`src/rtl/imem_loader_pkg.sv`:
```
`default_nettype none
// ============================================================================
//  Module      : imem_loader_pkg
//  Description : Shared FSM state encoding and default constants for the
//                instruction memory loader.
//  Revision    : 1.0  initial release
// ============================================================================
package imem_loader_pkg;

    // Loader FSM states, explicitly 3 bits wide.
    typedef enum logic [2:0] {
        ST_IDLE    = 3'd0,
        ST_LEN_HI  = 3'd1,
        ST_LEN_LO  = 3'd2,
        ST_DATA_HI = 3'd3,
        ST_DATA_LO = 3'd4,
        ST_WRITE   = 3'd5,
        ST_DONE    = 3'd6,
        ST_ERR     = 3'd7
    } state_t;

    localparam int          c_max_words_default = 256;
    localparam logic [15:0] c_base_addr_default = 16'h0000;

    // States in which the loader consumes a stream byte.
    function automatic logic is_byte_state(input state_t s);
        return (s == ST_LEN_HI) || (s == ST_LEN_LO) ||
               (s == ST_DATA_HI) || (s == ST_DATA_LO);
    endfunction

endpackage
`default_nettype wire

```
`src/rtl/imem_loader_if.sv`:
```
`default_nettype none
// ============================================================================
//  Module      : imem_loader_if
//  Description : Byte-stream handshake plus instruction memory write bus.
//                master = loader side, slave = stream source / memory side.
//  Revision    : 1.0  initial release
// ============================================================================
interface imem_loader_if;
    logic        byte_valid;
    logic [7:0]  byte_data;
    logic        byte_ready;
    logic        im_we;
    logic [15:0] im_addr;
    logic [15:0] im_wdata;

    modport master (
        input  byte_valid, byte_data,
        output byte_ready, im_we, im_addr, im_wdata
    );

    modport slave (
        output byte_valid, byte_data,
        input  byte_ready, im_we, im_addr, im_wdata
    );
endinterface
`default_nettype wire

```
`src/rtl/imem_word_packer.sv`:
```
`default_nettype none
// ============================================================================
//  Module      : imem_word_packer
//  Description : Assembles hi/lo stream bytes into a 16-bit word and keeps
//                the word index and the byte address of the next write.
//  Revision    : 1.0  initial release
// ============================================================================
module imem_word_packer
    import imem_loader_pkg::*;
#(
    parameter logic [15:0] BASE_ADDR = c_base_addr_default
) (
    input  wire logic        clk,
    input  wire logic        rst,
    input  wire logic        i_clear,
    input  wire logic        i_load_hi,
    input  wire logic        i_load_lo,
    input  wire logic        i_inc,
    input  wire logic [7:0]  i_byte,
    output logic      [15:0] o_index,
    output logic      [15:0] o_addr,
    output logic      [15:0] o_wdata
);

    logic [7:0]  r_hi;
    logic [15:0] r_index;
    logic [15:0] r_addr;
    logic [15:0] r_wdata;   // low half doubles as the lo byte register

    // Capture bytes; the low byte commits the whole word and its address so
    // both outputs change exactly when the FSM enters WRITE and hold after.
    always_ff @(posedge clk or negedge rst) begin
        if (!rst) begin
            r_hi    <= 8'h00;
            r_index <= 16'h0000;
            r_addr  <= BASE_ADDR;
            r_wdata <= 16'h0000;
        end else begin
            if (i_load_hi) begin
                r_hi <= i_byte;
            end
            if (i_load_lo) begin
                r_wdata <= {r_hi, i_byte};
                r_addr  <= BASE_ADDR + (r_index << 1);
            end
            if (i_clear) begin
                r_index <= 16'h0000;
            end else if (i_inc) begin
                r_index <= r_index + 16'd1;
            end
        end
    end

    assign o_index = r_index;
    assign o_addr  = r_addr;
    assign o_wdata = r_wdata;

endmodule
`default_nettype wire

```
`src/rtl/imem_loader.sv`:
```
`default_nettype none
// ============================================================================
//  Module      : imem_loader
//  Description : Loads a length-prefixed byte stream into instruction memory
//                as 16-bit words while holding the CPU.
//  Revision    : 1.0  initial release
// ============================================================================
module imem_loader
    import imem_loader_pkg::*;
#(
    parameter int          MAX_WORDS = c_max_words_default,
    parameter logic [15:0] BASE_ADDR = c_base_addr_default
) (
    input  wire logic   clk,
    input  wire logic   rst,
    input  wire logic   start,
    input  wire logic   abort,
    imem_loader_if.master bus,
    output logic        cpu_hold,
    output logic        done,
    output logic        error
);

    localparam logic [16:0] c_max_words = 17'(MAX_WORDS);

    state_t      r_state;
    state_t      w_next;
    logic [15:0] r_count;
    logic [15:0] w_len;
    logic [15:0] w_index;
    logic        w_xfer;
    logic        w_last;
    logic        w_clear;
    logic        w_load_hi;
    logic        w_load_lo;
    logic        w_inc;
    logic        r_byte_ready;
    logic        r_im_we;
    logic        r_cpu_hold;
    logic        r_done;
    logic        r_error;

    assign w_xfer    = bus.byte_valid & r_byte_ready;
    assign w_len     = {r_count[15:8], bus.byte_data};
    assign w_last    = (w_index == (r_count - 16'd1));
    assign w_clear   = start & ((r_state == ST_IDLE) || (r_state == ST_DONE) ||
                                (r_state == ST_ERR));
    // Abort wins over a same-cycle transfer, so the word is never committed.
    assign w_load_hi = w_xfer & ~abort & (r_state == ST_DATA_HI);
    assign w_load_lo = w_xfer & ~abort & (r_state == ST_DATA_LO);
    assign w_inc     = (r_state == ST_WRITE);

    // Next-state decode.
    always_comb begin
        w_next = r_state;
        case (r_state)
            ST_IDLE, ST_DONE, ST_ERR: begin
                if (start) w_next = ST_LEN_HI;
            end
            ST_LEN_HI: begin
                if (abort)       w_next = ST_ERR;
                else if (w_xfer) w_next = ST_LEN_LO;
            end
            ST_LEN_LO: begin
                if (abort) begin
                    w_next = ST_ERR;
                end else if (w_xfer) begin
                    if (w_len == 16'h0000)                  w_next = ST_DONE;
                    else if ({1'b0, w_len} > c_max_words)   w_next = ST_ERR;
                    else                                    w_next = ST_DATA_HI;
                end
            end
            ST_DATA_HI: begin
                if (abort)       w_next = ST_ERR;
                else if (w_xfer) w_next = ST_DATA_LO;
            end
            ST_DATA_LO: begin
                if (abort)       w_next = ST_ERR;
                else if (w_xfer) w_next = ST_WRITE;
            end
            ST_WRITE: begin
                if (abort)       w_next = ST_ERR;
                else if (w_last) w_next = ST_DONE;
                else             w_next = ST_DATA_HI;
            end
            default: w_next = ST_IDLE;
        endcase
    end

    // FSM state register with outputs registered from the next state.
    always_ff @(posedge clk or negedge rst) begin
        if (!rst) begin
            r_state      <= ST_IDLE;
            r_byte_ready <= 1'b0;
            r_im_we      <= 1'b0;
            r_cpu_hold   <= 1'b1;
            r_done       <= 1'b0;
            r_error      <= 1'b0;
        end else begin
            r_state      <= w_next;
            r_byte_ready <= is_byte_state(w_next);
            r_im_we      <= (w_next == ST_WRITE);
            r_cpu_hold   <= (w_next != ST_DONE);
            r_done       <= (w_next == ST_DONE);
            r_error      <= (w_next == ST_ERR);
        end
    end

    // Word count captured from the two length bytes.
    always_ff @(posedge clk or negedge rst) begin
        if (!rst) begin
            r_count <= 16'h0000;
        end else if (w_xfer && !abort) begin
            if (r_state == ST_LEN_HI) r_count[15:8] <= bus.byte_data;
            if (r_state == ST_LEN_LO) r_count[7:0]  <= bus.byte_data;
        end
    end

    imem_word_packer #(
        .BASE_ADDR (BASE_ADDR)
    ) u_packer (
        .clk       (clk),
        .rst       (rst),
        .i_clear   (w_clear),
        .i_load_hi (w_load_hi),
        .i_load_lo (w_load_lo),
        .i_inc     (w_inc),
        .i_byte    (bus.byte_data),
        .o_index   (w_index),
        .o_addr    (bus.im_addr),
        .o_wdata   (bus.im_wdata)
    );

    assign bus.byte_ready = r_byte_ready;
    assign bus.im_we      = r_im_we;
    assign cpu_hold       = r_cpu_hold;
    assign done           = r_done;
    assign error          = r_error;

endmodule
`default_nettype wire

```
`src/flat_wrapper.sv`:
```
// flat-port wrapper written by rule: the top's interface ports become plain ports
module imem_loader_flat import imem_loader_pkg::*;
#(
    parameter int          MAX_WORDS = c_max_words_default,
    parameter logic [15:0] BASE_ADDR = c_base_addr_default
)
  (clk, rst, start, abort, cpu_hold, done, error, bus_byte_valid, bus_byte_data, bus_byte_ready, bus_im_we, bus_im_addr, bus_im_wdata);
  imem_loader_if bus_i ();
  input  wire logic clk;
  input  wire logic rst;
  input  wire logic start;
  input  wire logic abort;
  output logic cpu_hold;
  output logic done;
  output logic error;
  input wire logic [$bits(bus_i.byte_valid)-1:0] bus_byte_valid;
  input wire logic [$bits(bus_i.byte_data)-1:0] bus_byte_data;
  output wire logic [$bits(bus_i.byte_ready)-1:0] bus_byte_ready;
  output wire logic [$bits(bus_i.im_we)-1:0] bus_im_we;
  output wire logic [$bits(bus_i.im_addr)-1:0] bus_im_addr;
  output wire logic [$bits(bus_i.im_wdata)-1:0] bus_im_wdata;
  assign bus_i.byte_valid = bus_byte_valid;
  assign bus_i.byte_data = bus_byte_data;
  assign bus_byte_ready = bus_i.byte_ready;
  assign bus_im_we = bus_i.im_we;
  assign bus_im_addr = bus_i.im_addr;
  assign bus_im_wdata = bus_i.im_wdata;
  imem_loader #(.MAX_WORDS(MAX_WORDS), .BASE_ADDR(BASE_ADDR)) u_core (.clk(clk), .rst(rst), .start(start), .abort(abort), .bus(bus_i), .cpu_hold(cpu_hold), .done(done), .error(error));
endmodule
```
`config.mk`:
```
export PLATFORM = sky130hd
export DESIGN_NAME = imem_loader_flat
export DESIGN_NICKNAME = d
export VERILOG_FILES = /design/src/rtl/imem_loader_pkg.sv /design/src/rtl/imem_loader_if.sv /design/src/rtl/imem_word_packer.sv /design/src/rtl/imem_loader.sv /design/src/flat_wrapper.sv
export SDC_FILE = /design/constraint.sdc
export NUM_CORES = 1
export LEC_CHECK = 0
export ABC_AREA = 1
export CAP_MARGIN = 10
export CORE_UTILIZATION = 32
export CTS_CLUSTER_DIAMETER = 100
export DETAILED_ROUTE_END_ITERATION = 8
export DONT_BUFFER_PORTS = 1
export GPL_TIMING_DRIVEN = 0
export PLACE_DENSITY_LB_ADDON = 0.25
export SLEW_MARGIN = 20
export SYNTH_ARGS = -nofsm -noshare
export SYNTH_HDL_FRONTEND = slang
export SYNTH_HIERARCHICAL = 1
export SYNTH_SLANG_ARGS = --single-unit
```
`constraint.sdc`:
```
create_clock -name clk -period 1.79 [get_ports clk]
set_input_delay 0.2685 -clock clk [delete_from_list [all_inputs] [get_ports clk]]
set_output_delay 0.2685 -clock clk [all_outputs]
set_load 0.1 [all_outputs]
```
======== Yosys cells after proc, flatten, opt, wreduce, memory -nomap -nowiden ========
Index checks and enable logic that the tools add are counted.
W data, S select, Z words.
word-level totals
  flip-flop bits (word level) ............. 79
  output and inout port bits .............. 37
  input bits .............................. 13
  logic and storage cells ................. 66
operators by class
  multiplexer cells ....................... 16
  bitwise gates (word level) .............. 6
  add/sub/neg operators ................... 2
  reductions and logical operators ........ 13
  order comparisons ....................... 1
  equal/unequal tests ..................... 16
operator list
  kind                     number
  $mux W3                  13
  $mux W16                 2
  $eq A3 B3 Y1 const B     8
  $pmux W3 S6              1
  $add A16 B1 Y16 const B  1
  $eq A16 B16 Y1           1
  $gt A16 B9 Y1 const B    1
  $logic_not A16 Y1        1
  $sub A16 B1 Y16 const B  1
  $eq A3 B2 Y1 const B     4
  $eq A3 B1 Y1 const B     2
  $and A1 B1 Y1            5
  $logic_or A1 B1 Y1       5
  $reduce_and A2 Y1        2
  $logic_not A3 Y1         1
  $ne A3 B3 Y1 const B     1
  $reduce_or A3 Y1         1
  $reduce_bool A2 Y1       1
  $logic_and A1 B1 Y1      1
  $logic_not A1 Y1         1
  $not A1 Y1               1

======== Logic depth before layout (Yosys ltp) ========
  depth in word-level cells ............... 10
  depth in mapped cells ................... 17
  gate-level depth less buffers ........... 17

======== By module ========
The synthesis kept the hierarchy.
modules (own cells, without submodules)
  module            area each (um2)  sequential area each (um2)  cells an instance  times used
  imem_word_packer  2336.0           1376.3                      243                1
  imem_loader       1811.7           601.8                       286                1

======== Worst setup path before layout ========
No wires, ideal clock.
  path type ............................... reg2reg
  start point ............................. register u_core.r_byte_ready (netlist: u_core/bus.byte_ready)
  end point ............................... register u_core.u_packer.r_wdata[5] (netlist: u_core/u_packer/o_wdata[5])
  data arrival time ....................... 2.165 ns
  path slack .............................. -0.501 ns
  required time ........................... 1.665 ns
  cell stages (with the launch flop) ...... 8
  clock period less this slack ............ 2.291 ns
  cell sequence ........................... dfrtp_1 -> nand2_1 -> nor2_1 -> inv_1 -> nor2_1 -> buf_2 -> buf_2 -> mux2_2
on the way
  longest elaborated chain between the ends .. 3
RTL lines
  element                      line                    RTL
  from (decl)                  imem_loader.sv:37       logic r_byte_ready;
  from (signal assigned)       imem_loader.sv:101      r_byte_ready <= is_byte_state(w_next);
  $and A1 B1 Y1                imem_loader.sv:43       assign w_xfer = bus.byte_valid & r_byte_ready;
  $and A1 B1 Y1 (2 in series)  imem_loader.sv:50       assign w_load_lo = w_xfer & ~abort & (r_state == ST_DATA_LO);
  named net u_core.w_load_lo   imem_loader.sv:35       logic w_load_lo;
  to (signal assigned)         imem_word_packer.sv:43  r_wdata <= {r_hi, i_byte};
  to (decl)                    imem_word_packer.sv:28  logic [15:0] r_wdata;
The timed path passes the listed nets, and every way through them passes these cells.
A chain may end at the register's enable or synchronous reset.

======== Worst setup path after layout ========
  start point ............................. register u_core.r_count[1]
  end point ............................... register u_core.r_byte_ready (netlist: u_core/bus.byte_ready)
on the way
  longest elaborated chain between the ends .. 9
  elaborated cells on any way between the ends .. 12
RTL lines
  element                                       line                   RTL
  from (decl)                                   imem_loader.sv:28      logic [15:0] r_count;
  from (signal assigned)                        imem_loader.sv:115     if (r_state == ST_LEN_LO) r_count[7:0] <= bus.byte_data;
  $sub A16 B1 Y16 (*)                           imem_loader.sv:45      assign w_last = (w_index == (r_count - 16'd1));
  $eq A16 B16 Y1 (*)                            imem_loader.sv:45
  $mux W3 (*)                                   imem_loader.sv:83      else if (w_last) w_next = ST_DONE;
  $mux W3 (*)                                   imem_loader.sv:82      if (abort) w_next = ST_ERR;
  $pmux W3 S6 (*)                               imem_loader.sv:56      case (r_state)
  $eq A3 B1 Y1 or $eq A3 B2 Y1 (tied branches)  imem_loader_pkg.sv:27  return (s == ST_LEN_HI) || (s == ST_LEN_LO) ||
  $logic_or A1 B1 Y1 (2 in series)              imem_loader_pkg.sv:27
  $logic_or A1 B1 Y1 (*)                        imem_loader_pkg.sv:28  (s == ST_DATA_HI) || (s == ST_DATA_LO);
Mark *: on every way between the ends. The rest lies on a longest branch, timed or not.

==> results by group <==
Run status
  • Outcome: complete, but fails checks
  • Failing checks: negative hold slack, negative setup slack

Floorplan
  • Ports: 50
  • Site Rows: 41
  • Core area: around 13,000 um2
  • Die Span X: 116 um
  • Die height: 116 um
  • Die footprint: 13,400 um2
  • Initial Utilization: 0.329

Timing
  • Clock Skews: 0.00703 ns
  • Final Hold Slack: -0.375 ns
  • Slew headroom: 0.364
  • Final worst setup slack: -0.191 ns
  • Final min period: 1.98 ns
  • RSZ-0062 raised after global routing: yes
  • Slew of the pin with the lowest slew margin: approximately 0.95 ns
  • Fin crit share: 1.11
  • Final setup fails: 37
  • Max frequency: approximately 0.5 GHz
  • Fin. Hold Viols: 79
  • Max-slew violation count: 0

Synth
  • Syn avg cell area: slightly below 8 um2
  • Synth warnings: 6
  • Count leader, synth: nand2_1
  • Syn Inst Count: 529
  • Largest area contributor in the netlist: dfrtp_1
  • Post-Syn Nets: 544
  • Synth top cells by count: 129 x nand2_1, 78 x dfrtp_1, 76 x nor2_1
  • Register area share after synthesis: 0.477
  • Number of flops mapped to enable cells by yosys: 0
  • Area share of the largest cell type after synthesis: 0.471
  • Post-synth ARST share: 1.00
  • Area of the mapped netlist: 4150 um2
  • Top cells by area in the synthesized netlist: dfrtp_1 47%, nand2_1 12%, nor2_1 6.9%
  • Synth unique cells: 37
  • FF+latch count, synth: 79
  • Synth Flop Type: dfrtp_1

Worst setup path
  • Crit Path Class: register to register
  • Worst setup SP type: register
  • Worst r2r dst: u_core/bus.byte_ready
  • Critical Path Sink Type: register
  • Crit Path Max Fanout: 7
  • Reg2reg start: u_core/r_count[1]
  • Register-to-Register Path Depth: 15
  • Arr. time, crit path: 2.21 ns
  • Req. time, crit path: 2.02 ns
  • Reg2Reg Setup Slack: -0.19 ns

CTS
  • Clock transition at path regs: 0.06 ns
  • TritonCTS clock tree: built
  • Clock Sink Count: 79
  • Number of CTS-inserted buffers: 9
  • Root Driver: clkbuf_16
  • H-tree depth: 3
  • Worst skew pair latency: 0.34 ns
  • Max clock buf depth: 2

Detailed routing
  • 1st-iter DRT viols: 165
  • WL per Instance: between 10 and 15 um
  • Antenna Violating Nets Remaining: 0
  • DR vias/cell: 4.81
  • DR vias: approximately 3,500
  • Detailed Route WL: approximately 11,000 um
  • Detailed Routing Iterations Pass 1: 4
  • Drt drc: 0

Global route
  • Total grt overflow: 0
  • Total global-route track usage: 0.170
  • Initial antenna violation count: 0
  • Vias in the first global route: roughly 3,400
  • First-pass GRT wire length: 17,100 um
  • Pin count of the biggest net entering global routing: 80

Final layout
  • N_diodes: 0
  • Nets: about 580
  • Fin cells: about 740
  • Area Overhead vs Synth: 28.0%
  • Post-route cell area: 5310 um2
  • Share of layout cells above drive strength 1: 0.260
  • Filler cells: approximately 1,300

Placed design
  • Post-DP Area: 4380 um2
  • GPL Wtd Cong: 0.886
  • PortBufs: 0
  • Detailed-placement wirelength estimate: 7500 um
  • Inst Count DP: 701

Power and ir drop
  • P per Cell Area: 1950 nW/um2
  • Worst vdd ir: 0.000996 V
  • Lkg Pwr: 2.54 nW

Hold path
  • Hold/Removal Path Class: input pin to async pin

Run
  • Max_cap viols: 0
==> cell usage in the layout (no fill, tap or decap), types with 6 or more instances in the layout <==
master and n:
nand2_2 13, inv_1 64, nor2_4 17, inv_2 8, mux2_4 17, xnor2_1 8, buf_4 13, buf_6 6
clkbuf_16 11, nor2_2 14, nor2_1 57, o21ai_0 25, nand3_1 20, nand2_1 118, a21oi_1 17, a21oi_2 9
dfrtp_1 72, nand4_1 9
==> sequential cells by signal (all words and copies together), names as in the netlist <==
register / cells
u_core/bus.im_we: 1
u_core/u_packer/o_addr: 15
u_core/bus.byte_ready: 1
u_core/done: 1
u_core/u_packer/o_wdata: 16
u_core/cpu_hold: 1
u_core/u_packer/o_index: 16
u_core/u_packer/r_hi: 8
u_core/error: 1
u_core/r_state: 3
u_core/r_count: 16
==> report_power, final <==
group          switching, mW  internal, mW
Sequential              2.35          2.33
Combinational           2.21          1.48
Clock                  0.744          1.23
==> metal layers <==
layer,GRT usage,share of wire
met1,0.209,0.44
met2,0.289,0.49
met3,0.0340,0.039
met4,0.0744,0.025
met5,0,0
==> worst max-delay path by stage <==
stage	start	end	slack (ns)	depth (start not counted)
detailed placement	u_core/bus.byte_ready	u_core/u_packer/o_wdata[8]	-0.42	8
floorplan	u_core/r_count[0]	u_core/bus.byte_ready	0.002	17
finish	u_core/r_count[1]	u_core/bus.byte_ready	-0.19	15
global placement	u_core/bus.byte_ready	u_core/u_packer/o_wdata[8]	-0.39	8
global route	u_core/r_count[1]	u_core/bus.byte_ready	-0.34	13
CTS	u_core/r_count[0]	u_core/bus.byte_ready	-0.15	17
==> worst max-delay path, cell delays in order (launching register included) <==
cell	delay, ns
dfrtp_1	0.39
inv_2	0.12
buf_4	0.13
nand3_4	0.11
nor2_4	0.21
nand3b_1	0.10
nand2_1	0.08
nand3_1	0.09
nor2_2	0.13
nand3_1	0.07
nand2_1	0.11
nand2_2	0.08
nand2_2	0.09
nor2_4	0.05
nand2_1	0.07
nand2_1	0.05
==> area by class of cell <==
class                   instances  area, um2  area share
repair buffers                 20        225      0.0424
clock inverters                 6       91.3      0.0172
well taps                     172        215      0.0405
plain buffers                  10        119      0.0224
flip-flops and latches         79       1990       0.375
multi-input cells             366       2160       0.407
clock buffers                  10        229      0.0431
inverters                      74        280      0.0528
==> what timing repair did <==
item / in CTS / in global routing
pin swaps: 7 / 17
hold endpoints to repair: 79 / 79
setup endpoints to repair: 60 / 57
gates resized for setup: 48 / 82
gates cloned: 1 / 3
setup buffers: 7 / 10
==> cells by family (layout without fill, tap and decap cells) <==
group                    Yosys count  after routing  synth area share
AO/OA/AOI/OAI                     64             64            0.0808
XOR/XNOR                          11             11            0.0232
adder cells (fa/ha/maj)            2              2           0.00603
buffers and inverters             84            120            0.0790
flip-flops                        79             79             0.477
multiplexers                      18             18            0.0489
other                              1              1          0.000904
AND/OR/NAND/NOR                  270            270             0.284
==> metrics by stage <==
stage	hold WS, ns	setup WS (ns)	setup TNS, ns	total power, mW	utilization
CTS	-0.389	-0.147	-1.07	9.84	0.392
finish	-0.375	-0.191	-3.46	10.3	0.421
floorplan	-0.0271	0.00237	0	6.84	-
detailed placement	-0.0260	-0.419	-14.51	7.51	0.347
global placement	-0.0258	-0.392	-14.02	7.44	0.347
global route	-0.389	-0.337	-7.73	11.0	0.421
(Power assumes the default switching activity.)
